**src/rtl/lcd_req_arbiter_if.sv**
```systemverilog
// Requester-side handshake bundle for the shared character LCD: one byte offer per requester.
interface lcd_req_arbiter_if #(
    parameter int N_REQ = 2
);
    logic [N_REQ-1:0]   req_valid;
    logic [N_REQ-1:0]   req_ready;
    logic [N_REQ-1:0]   req_rs;
    logic [N_REQ-1:0]   req_nib;
    logic [8*N_REQ-1:0] req_data;

    modport master (
        output req_valid, req_rs, req_nib, req_data,
        input  req_ready
    );

    modport slave (
        input  req_valid, req_rs, req_nib, req_data,
        output req_ready
    );
endinterface

```
**src/rtl/lcd_req_arbiter.sv**
```systemverilog
// Round-robin sharing of a 4-bit HD44780 LCD between N_REQ requesters, with nibble strobe
// timing and the controller execution wait generated from one down-counter.
//
// state   | meaning
// IDLE    | waiting for a requester; req_ready offered combinationally
// SETUP   | rs/data driven, e low, address setup time
// PULSE   | e high
// HOLD    | e low, data hold time; then low nibble or execution wait
// EXEC    | controller execution wait (short, or long for clear/home/nibble-only)
module lcd_req_arbiter #(
    parameter int CYCLES_PER_US = 50,
    parameter int N_REQ         = 2,
    parameter int EXEC_US       = 40,
    parameter int LONG_US       = 1640
) (
    input  logic               clk,
    input  logic               rst,
    lcd_req_arbiter_if.slave   req,
    output logic               busy,
    output logic [2:0]         grant_id,
    output logic [3:0]         lcd_data,
    output logic               lcd_e,
    output logic               lcd_rs,
    output logic               lcd_rw
);

    localparam int TW = $clog2(LONG_US*CYCLES_PER_US + 1);
    localparam logic [TW-1:0] T_STEP = TW'(CYCLES_PER_US - 1);
    localparam logic [TW-1:0] T_EXEC = TW'(EXEC_US*CYCLES_PER_US - 1);
    localparam logic [TW-1:0] T_LONG = TW'(LONG_US*CYCLES_PER_US - 1);

    typedef enum logic [2:0] {S_IDLE, S_SETUP, S_PULSE, S_HOLD, S_EXEC} state_t;

    state_t           state, state_next;
    logic [TW-1:0]    cnt;
    logic [2:0]       rr;
    logic [7:0]       data_q;
    logic             rs_q;
    logic             nib_q;
    logic             nibble_hi;

    logic [N_REQ-1:0] ready_sel;
    logic [2:0]       win;
    logic             found;
    logic [7:0]       sel_data;
    logic             sel_rs;
    logic             sel_nib;
    logic             accept;
    logic             exec_long;
    logic             cnt_done;

    // Priority search starts one past the last winner and wraps modulo N_REQ.
    always_comb begin
        ready_sel = '0;
        win       = '0;
        found     = 1'b0;
        sel_data  = '0;
        sel_rs    = 1'b0;
        sel_nib   = 1'b0;
        for (int k = 1; k <= N_REQ; k++) begin
            for (int i = 0; i < N_REQ; i++) begin
                if (!found && (i == (int'(rr) + k) % N_REQ) && req.req_valid[i]) begin
                    found        = 1'b1;
                    ready_sel[i] = 1'b1;
                    win          = 3'(i);
                    sel_data     = req.req_data[8*i +: 8];
                    sel_rs       = req.req_rs[i];
                    sel_nib      = req.req_nib[i];
                end
            end
        end
    end

    assign accept        = (state == S_IDLE) && found && !rst;
    assign req.req_ready = ((state == S_IDLE) && !rst) ? ready_sel : '0;
    assign lcd_rw        = 1'b0;
    assign cnt_done      = (cnt == '0);
    assign exec_long     = nib_q || (!rs_q && ((data_q == 8'h01) || (data_q == 8'h02)));

    always_comb begin
        state_next = state;
        case (state)
            S_IDLE:  if (accept)   state_next = S_SETUP;
            S_SETUP: if (cnt_done) state_next = S_PULSE;
            S_PULSE: if (cnt_done) state_next = S_HOLD;
            S_HOLD:  if (cnt_done) state_next = (nibble_hi && !nib_q) ? S_SETUP : S_EXEC;
            S_EXEC:  if (cnt_done) state_next = S_IDLE;
            default: state_next = S_IDLE;
        endcase
    end

    always_ff @(posedge clk) begin
        if (rst) begin
            state     <= S_IDLE;
            cnt       <= '0;
            rr        <= 3'(N_REQ - 1);
            data_q    <= '0;
            rs_q      <= 1'b0;
            nib_q     <= 1'b0;
            nibble_hi <= 1'b0;
            busy      <= 1'b0;
            grant_id  <= '0;
            lcd_data  <= '0;
            lcd_e     <= 1'b0;
            lcd_rs    <= 1'b0;
        end else begin
            state <= state_next;
            if (!cnt_done) cnt <= cnt - TW'(1);
            // Output registers are only touched on the edge that enters a new state.
            case (state)
                S_IDLE: begin
                    if (accept) begin
                        data_q    <= sel_data;
                        rs_q      <= sel_rs;
                        nib_q     <= sel_nib;
                        grant_id  <= win;
                        rr        <= win;
                        nibble_hi <= 1'b1;
                        lcd_data  <= sel_data[7:4];
                        lcd_rs    <= sel_rs;
                        busy      <= 1'b1;
                        cnt       <= T_STEP;
                    end
                end
                S_SETUP: begin
                    if (cnt_done) begin
                        lcd_e <= 1'b1;
                        cnt   <= T_STEP;
                    end
                end
                S_PULSE: begin
                    if (cnt_done) begin
                        lcd_e <= 1'b0;
                        cnt   <= T_STEP;
                    end
                end
                S_HOLD: begin
                    if (cnt_done) begin
                        if (nibble_hi && !nib_q) begin
                            nibble_hi <= 1'b0;
                            lcd_data  <= data_q[3:0];
                            cnt       <= T_STEP;
                        end else begin
                            cnt <= exec_long ? T_LONG : T_EXEC;
                        end
                    end
                end
                S_EXEC: begin
                    if (cnt_done) busy <= 1'b0;
                end
                default: ;
            endcase
        end
    end

endmodule

```
**src/flat_wrapper.sv**
```systemverilog
// flat-port wrapper written by rule: the top's interface ports become plain ports
module lcd_req_arbiter_flat 
#(
    parameter int CYCLES_PER_US = 50,
    parameter int N_REQ         = 2,
    parameter int EXEC_US       = 40,
    parameter int LONG_US       = 1640
)
  (clk, rst, busy, grant_id, lcd_data, lcd_e, lcd_rs, lcd_rw, req_req_valid, req_req_rs, req_req_nib, req_req_data, req_req_ready);
  lcd_req_arbiter_if #(.N_REQ(N_REQ)) req_i ();
  input  logic clk;
  input  logic rst;
  output logic busy;
  output logic [2:0] grant_id;
  output logic [3:0] lcd_data;
  output logic lcd_e;
  output logic lcd_rs;
  output logic lcd_rw;
  input wire logic [$bits(req_i.req_valid)-1:0] req_req_valid;
  input wire logic [$bits(req_i.req_rs)-1:0] req_req_rs;
  input wire logic [$bits(req_i.req_nib)-1:0] req_req_nib;
  input wire logic [$bits(req_i.req_data)-1:0] req_req_data;
  output wire logic [$bits(req_i.req_ready)-1:0] req_req_ready;
  assign req_i.req_valid = req_req_valid;
  assign req_i.req_rs = req_req_rs;
  assign req_i.req_nib = req_req_nib;
  assign req_i.req_data = req_req_data;
  assign req_req_ready = req_i.req_ready;
  lcd_req_arbiter #(.CYCLES_PER_US(CYCLES_PER_US), .N_REQ(N_REQ), .EXEC_US(EXEC_US), .LONG_US(LONG_US)) u_core (.clk(clk), .rst(rst), .req(req_i), .busy(busy), .grant_id(grant_id), .lcd_data(lcd_data), .lcd_e(lcd_e), .lcd_rs(lcd_rs), .lcd_rw(lcd_rw));
endmodule
```
**config.mk**
```make
export PLATFORM = sky130hd
export DESIGN_NAME = lcd_req_arbiter_flat
export DESIGN_NICKNAME = d
export VERILOG_FILES = /design/src/rtl/lcd_req_arbiter_if.sv /design/src/rtl/lcd_req_arbiter.sv /design/src/flat_wrapper.sv
export SDC_FILE = /design/constraint.sdc
export NUM_CORES = 1
export LEC_CHECK = 0
export BUFFER_PORTS_ARGS = -buffer_cell sky130_fd_sc_hd__buf_2
export CORE_MARGIN = 4
export CORE_UTILIZATION = 55
export CTS_CLUSTER_SIZE = 28
export DETAILED_ROUTE_END_ITERATION = 8
export PLACE_DENSITY = 0.82
export SLEW_MARGIN = 40
export SYNTH_ARGS = -nofsm -noshare
export SYNTH_HDL_FRONTEND = slang
export SYNTH_SLANG_ARGS = --single-unit
```
**constraint.sdc**
```tcl
create_clock -name clk -period 3.4 [get_ports clk]
set_input_delay 0.68 -clock clk [delete_from_list [all_inputs] [get_ports clk]]
set_output_delay 0.68 -clock clk [all_outputs]
set_load 0.05 [all_outputs]
```
Yosys cells after proc, flatten, opt, wreduce, memory -nomap -nowiden
Cells that the tools add are included.
- reductions and logical operators: 33
- equality and inequality tests: 14
- add/subtract/negate cells: 3
- mux-type cells: 49
- bitwise gates (word level): 2
- operators with widths (cell ; number):
    2-to-1 mux 17 bit ; 6
    logical NOT 32 bit ; 2
    one-hot mux 17 bit (3 select lines) ; 1
    2-to-1 mux 8 bit ; 4
    2-to-1 mux 1 bit ; 23
    2-to-1 mux 3 bit ; 6
    logical NOT 17 bit ; 1
    subtractor 17 x 1 -> 17 bit (second input constant) ; 1
    one-hot mux 3 bit (5 select lines) ; 1
    logical AND 1 bit ; 12
    2-to-1 mux 4 bit ; 3
    != test 2 x 1 -> 1 bit (second input constant) ; 6
    == test 8 x 1 -> 1 bit (second input constant) ; 1
    == test 8 x 2 -> 1 bit (second input constant) ; 1
    one-hot mux 4 bit (2 select lines) ; 1
    == test 3 x 2 -> 1 bit (second input constant) ; 2
    logical NOT 1 bit ; 6
    one-hot mux 1 bit (2 select lines) ; 3
    AND reduction 3 bit ; 2
    nonzero test 2 bit ; 3
    AND reduction 5 bit ; 1
    == test 2 bit (first input constant) ; 2
    AND reduction 4 bit ; 1
    == test 3 x 1 -> 1 bit (second input constant) ; 1
    other kinds (8) ; 11
- bits in registers: 39
- logic and storage cells: 112

Longest topological paths before layout
- depth after elaboration: 21
- mapped depth: 9
- mapped depth without buffers: 8

Worst setup path after synthesis
OpenSTA, ideal clock, no wires.
- path kind: in2out
- from: input port req_req_valid[0]
- to: output port req_req_ready[1]
- cell stages on the path: 3
- slack: 577 ps
- arrival: 2143 ps
- cell sequence: clkbuf_1 -> a21boi_1 -> nor2b_1
- longest elaborated chain between the ends: 15
- elaborated cells on any way between the ends: 16
- classes of those cells: mux (6); reduce/logical (10)
- ends and longest elaborated chain (item ; RTL line ; RTL):
    start: declaration ; flat_wrapper.sv:19 ; input wire logic [$bits(req_i.req_valid)-1:0] req_req_valid;
    logical AND 1 bit ; lcd_req_arbiter.sv:62 ; if (!found && (i == (int'(rr) + k) % N_REQ) && req.req_valid[i]) begin
    2-to-1 mux 1 bit ; lcd_req_arbiter.sv:62 ;
    logical NOT 1 bit ; lcd_req_arbiter.sv:62 ;
    logical AND 1 bit (2 in series) ; lcd_req_arbiter.sv:62 ;
    2-to-1 mux 1 bit ; lcd_req_arbiter.sv:62 ;
    logical NOT 1 bit ; lcd_req_arbiter.sv:62 ;
    logical AND 1 bit (2 in series) ; lcd_req_arbiter.sv:62 ;
    2-to-1 mux 1 bit ; lcd_req_arbiter.sv:62 ;
    logical NOT 1 bit ; lcd_req_arbiter.sv:62 ;
    logical AND 1 bit (2 in series) ; lcd_req_arbiter.sv:62 ;
    2-to-1 mux 1 bit (*) ; lcd_req_arbiter.sv:62 ;
    2-to-1 mux 2 bit (*) ; lcd_req_arbiter.sv:75 ; assign req.req_ready = ((state == S_IDLE) && !rst) ? ready_sel : '0;
    end: declaration ; flat_wrapper.sv:23 ; output wire logic [$bits(req_i.req_ready)-1:0] req_req_ready;
Mark *: on every way between the ends. The rest lies on a longest branch, timed or not.

Worst setup path after layout
- from: register u_core.state[2]
- to: output port req_req_ready[1]
- longest elaborated chain between the ends: 3
- ends and longest elaborated chain (item ; RTL line ; RTL):
    start: declaration ; lcd_req_arbiter.sv:34 ; state_t state, state_next;
    start signal: assignment ; lcd_req_arbiter.sv:107 ; state <= state_next;
    logical NOT 3 bit ; lcd_req_arbiter.sv:75 ;
    logical AND 1 bit ; lcd_req_arbiter.sv:75 ;
    2-to-1 mux 2 bit ; lcd_req_arbiter.sv:75 ;
No other way between the ends.

==> flow_summary_export.csv <==
group,metric,value,unit
cells_and_area,antenna_cells_inserted,0,
detailed_routing,detail_route.wl_per_cell,14.9,um
global_routing,grt_util_all_layers,20.6,%
worst_setup_path,worstReg2RegEnd,"u_core.lcd_data[3]$_SDFFE_PP0P_",
floorplan,dieWidth,70.1,um
placement,pre_cts_slack,898,ps
worst_setup_path,timing.setup.critical_path_class,"reg2out",
cells_and_area,drive_gt1_share,19.5,%
detailed_routing,route.vias.total,1995,
timing,period_needed,2570,ps
detailed_routing,post_drt_antenna_nets,0,
cells_and_area,n_fill_cell,335,
cts,clockBufferDepth,2,
detailed_routing,first_pass_iters,4,
global_routing,first_global_vias,1871,
placement,port-buffer-count,33,
worst_setup_path,crit_slowest_cell,"sky130_fd_sc_hd__or4_1",
timing,setup-tns-final,0,ps
cts,clock_latency,290,ps
cts,cts-htree-levels,2,
detailed_routing,drcViolationCount,0,
global_routing,grt_first_pass_wirelength,8.46,mm
power_and_ir_drop,p_per_area,1010,nW/um2
cells_and_area,final-seq-area,781,um2
synthesis,synth-edff-count,0,
placement,detailed_place_hpwl,3.58,mm
worst_setup_path,rrSetupSlack,880,ps
hold_path,worst_hold_path_type,"reg2reg",
synthesis,synth.distinct_cells,54,
global_routing,grt_ovf,0,
synthesis,synthCells,258,
cts,clkSinkCount,39,
synthesis,synth_warnings,0,
synthesis,postSynth.asyncResetShare,0,%
power_and_ir_drop,power.static_leakage,0.966,nW
floorplan,floorplan.die.height,70.1,um
run_status,result_of_the_run,"complete, no violations",
timing,share_of_the_clock_period_used_by_the_worst_path_after_layout,75.6,%
worst_setup_path,critical_path.endpoint,"req_req_ready[1]",
worst_setup_path,crit_path_start,"u_core.state[2]$_SDFFE_PP0P_",
synthesis,synth.cell_area,2120,um2
global_routing,grt_antenna_before_repair,0,
worst_setup_path,timing.critical_path.to_type,"primary output",
cells_and_area,utilization,65.8,%
worst_setup_path,critical_path.max_stage_delay,610,ps
timing,post-route-worst-setup-slack,830,ps
power_and_ir_drop,totalPowerFinal,2.44,mW
floorplan,die_area,4910,um2
timing,grt_setup_unrepaired,"false",
cells_and_area,design.final.nets,313,
worst_setup_path,critical_path.max_fanout,10,
timing,final_setup_violation_count,0,
worst_setup_path,reg2reg_depth,9,
cts,cts.reportedPaths.clkPinSlew,80,ps
cells_and_area,stdcell_area,2430,um2
power_and_ir_drop,ir_drop,0.642,mV
synthesis,postSynth.topFlopCell,"sky130_fd_sc_hd__dfxtp_1",
synthesis,yosys_register_bits,39,
synthesis,synth_seq_area_share,36.8,%
timing,skew,8.08,ps
worst_setup_path,rr_startpoint,"u_core.cnt[0]$_SDFF_PP0_",
timing,max_slew_violation_count,0,
worst_setup_path,path_cells,"or4_1 > nor2b_1 > buf_2",
timing,hold_viol,0,
detailed_routing,finalWirelength,5.01,mm
run,max-cap-violations,0,
detailed_routing,via_per_inst,5.96,
cts,clock_tree_from_tritoncts,"done",
cts,postCtsResizedCells,0,
floorplan,pin_count,37,
synthesis,syn_avg_cell_area,8.22,um2
cells_and_area,area.growth.synth_to_final,14.5,%
cts,post-cts-setup-buffer-count,0,
floorplan,initial_core_util,57.5,%
floorplan,placement_rows,22,
worst_setup_path,data_required_time_of_the_critical_path,2720,ps
cells_and_area,multi_input_comb_area,1230,um2
placement,gp_congestion,0.870,
cells_and_area,final_cell_mix,"sky130_fd_sc_hd__dfxtp_1, sky130_fd_sc_hd__buf_2, sky130_fd_sc_hd__nor2_1",
floorplan,floorplan.core_area,3690,um2
detailed_routing,drt_first_iter_violations,109,
worst_setup_path,worstSetupStartpointType,"flop",
global_routing,grt_max_degree,36,
cts,holdBufCountCts,0,
timing,maxClockFrequency,389,MHz
worst_setup_path,worst_ep_arrival_time,1890,ps
timing,worst_slew_pin_slew,720,ps
cts,cts_inserted_buffers,5,
placement,detailed_place.area,2280,um2
cts,cts-root-buf,"sky130_fd_sc_hd__clkbuf_8",
timing,max_slew_margin,51.5,%
cells_and_area,most_common_library_cell_in_the_layout_ignoring_fill_and_taps,"sky130_fd_sc_hd__dfxtp_1",
==> flip-flops by register name, indices dropped and copies added (netlist names) <==
register,count
u_core.busy,1
u_core.cnt,17
u_core.data_q,8
u_core.rr,1
u_core.nib_q,1
u_core.lcd_data,4
u_core.lcd_rs,1
u_core.lcd_e,1
u_core.nibble_hi,1
u_core.state,3
u_core.grant_id,1
==> stage by stage <==
stage | hold slack, ps | std cells
after floorplan | 447 | 260
after global placement | 434 | 327
after detailed placement | 434 | 327
after CTS | 458 | 335
after global routing | 491 | 335
final | 456 | 335
==> how the worst min path moves through the flow <==
stage                                    start                               to  depth (start not counted)
2_1_floorplan        u_core.cnt[11]$_SDFF_PP0_        u_core.cnt[11]$_SDFF_PP0_                          2
3_3_place_gp   u_core.grant_id[0]$_SDFFE_PP0P_  u_core.grant_id[0]$_SDFFE_PP0P_                          1
3_5_place_dp   u_core.grant_id[0]$_SDFFE_PP0P_  u_core.grant_id[0]$_SDFFE_PP0P_                          1
4_1_cts        u_core.grant_id[0]$_SDFFE_PP0P_  u_core.grant_id[0]$_SDFFE_PP0P_                          1
5_1_grt        u_core.grant_id[0]$_SDFFE_PP0P_  u_core.grant_id[0]$_SDFFE_PP0P_                          1
6_report       u_core.grant_id[0]$_SDFFE_PP0P_  u_core.grant_id[0]$_SDFFE_PP0P_                          1
==> logic make-up (layout without fill, tap and decap cells) <==
family	count (synthesis)	after routing	synth area share (%)
flip-flops	39	39	36.8
multiplexers	5	5	2.36
adder cells (fa/ha/maj)	3	3	1.77
buffers and inverters	23	50	5.78
AND/OR/NAND/NOR	113	113	28.7
AO/OA/AOI/OAI	64	64	20.2
other	1	3	0.177
XOR/XNOR	10	10	4.13
==> synthesized netlist by cell type (3+ instances only) <==
| master | number | area (um2) |
|---|---|---|
| sky130_fd_sc_hd__nand3_1 | 11 | 55.1 |
| sky130_fd_sc_hd__inv_1 | 3 | 11.3 |
| sky130_fd_sc_hd__a21oi_1 | 19 | 95.1 |
| sky130_fd_sc_hd__nor4_1 | 7 | 43.8 |
| sky130_fd_sc_hd__buf_2 | 3 | 15.0 |
| sky130_fd_sc_hd__a32oi_1 | 4 | 35.0 |
| sky130_fd_sc_hd__dfxtp_1 | 39 | 781 |
| sky130_fd_sc_hd__buf_4 | 6 | 45.0 |
| sky130_fd_sc_hd__o21ai_0 | 10 | 50.1 |
| sky130_fd_sc_hd__xor2_1 | 8 | 70.1 |
| sky130_fd_sc_hd__a211oi_1 | 6 | 45.0 |
| sky130_fd_sc_hd__a31oi_1 | 6 | 37.5 |
| sky130_fd_sc_hd__nand2b_1 | 3 | 18.8 |
| sky130_fd_sc_hd__clkbuf_1 | 8 | 30.0 |
| sky130_fd_sc_hd__ha_1 | 3 | 37.5 |
| sky130_fd_sc_hd__nand4b_1 | 3 | 26.3 |
| sky130_fd_sc_hd__or4_1 | 3 | 22.5 |
| sky130_fd_sc_hd__nor3_1 | 11 | 55.1 |
| sky130_fd_sc_hd__nand2_1 | 22 | 82.6 |
| sky130_fd_sc_hd__and3_1 | 3 | 18.8 |
| sky130_fd_sc_hd__nor2b_1 | 3 | 18.8 |
| sky130_fd_sc_hd__nor2_1 | 31 | 116 |
| sky130_fd_sc_hd__mux2i_1 | 5 | 50.1 |
==> power breakdown <==
part           internal [mW]  total [mW]  switching (mW)
Clock                  0.293       0.461           0.169
Combinational          0.489        1.27           0.784
Sequential             0.577       0.710           0.133
Total                   1.36        2.44            1.09
==> critical path, delay by kind of cell (launching register included) <==
| family | cells | cell delay (ps) |
|---|---|---|
| buffers and inverters | 1 | 320 |
| DFF | 1 | 400 |
| and+or+nand+nor | 2 | 870 |
==> cell type report <==
| cell class | instances | share of cell area, % |
|---|---|---|
| clock inverters | 3 | 2.78 |
| repair buffers | 38 | 8.35 |
| clock buffers | 5 | 2.84 |
| multi-input cells | 198 | 50.7 |
| flip-flops and latches | 39 | 32.2 |
| well taps | 48 | 2.47 |
| inverters | 4 | 0.722 |
==> metal layers <==
| layer | vias to the layer above | routed length (um) | track usage, % |
|---|---|---|---|
| met2 | 55 | 2480 | 34.8 |
| met5 | - | 0 | 0 |
| li1 | 997 | - | - |
| met1 | 935 | 2180 | 26.7 |
| met4 | 0 | 64 | 5.74 |
| met3 | 8 | 280 | 3.74 |
Note: power is estimated with default switching activity, not from simulation.
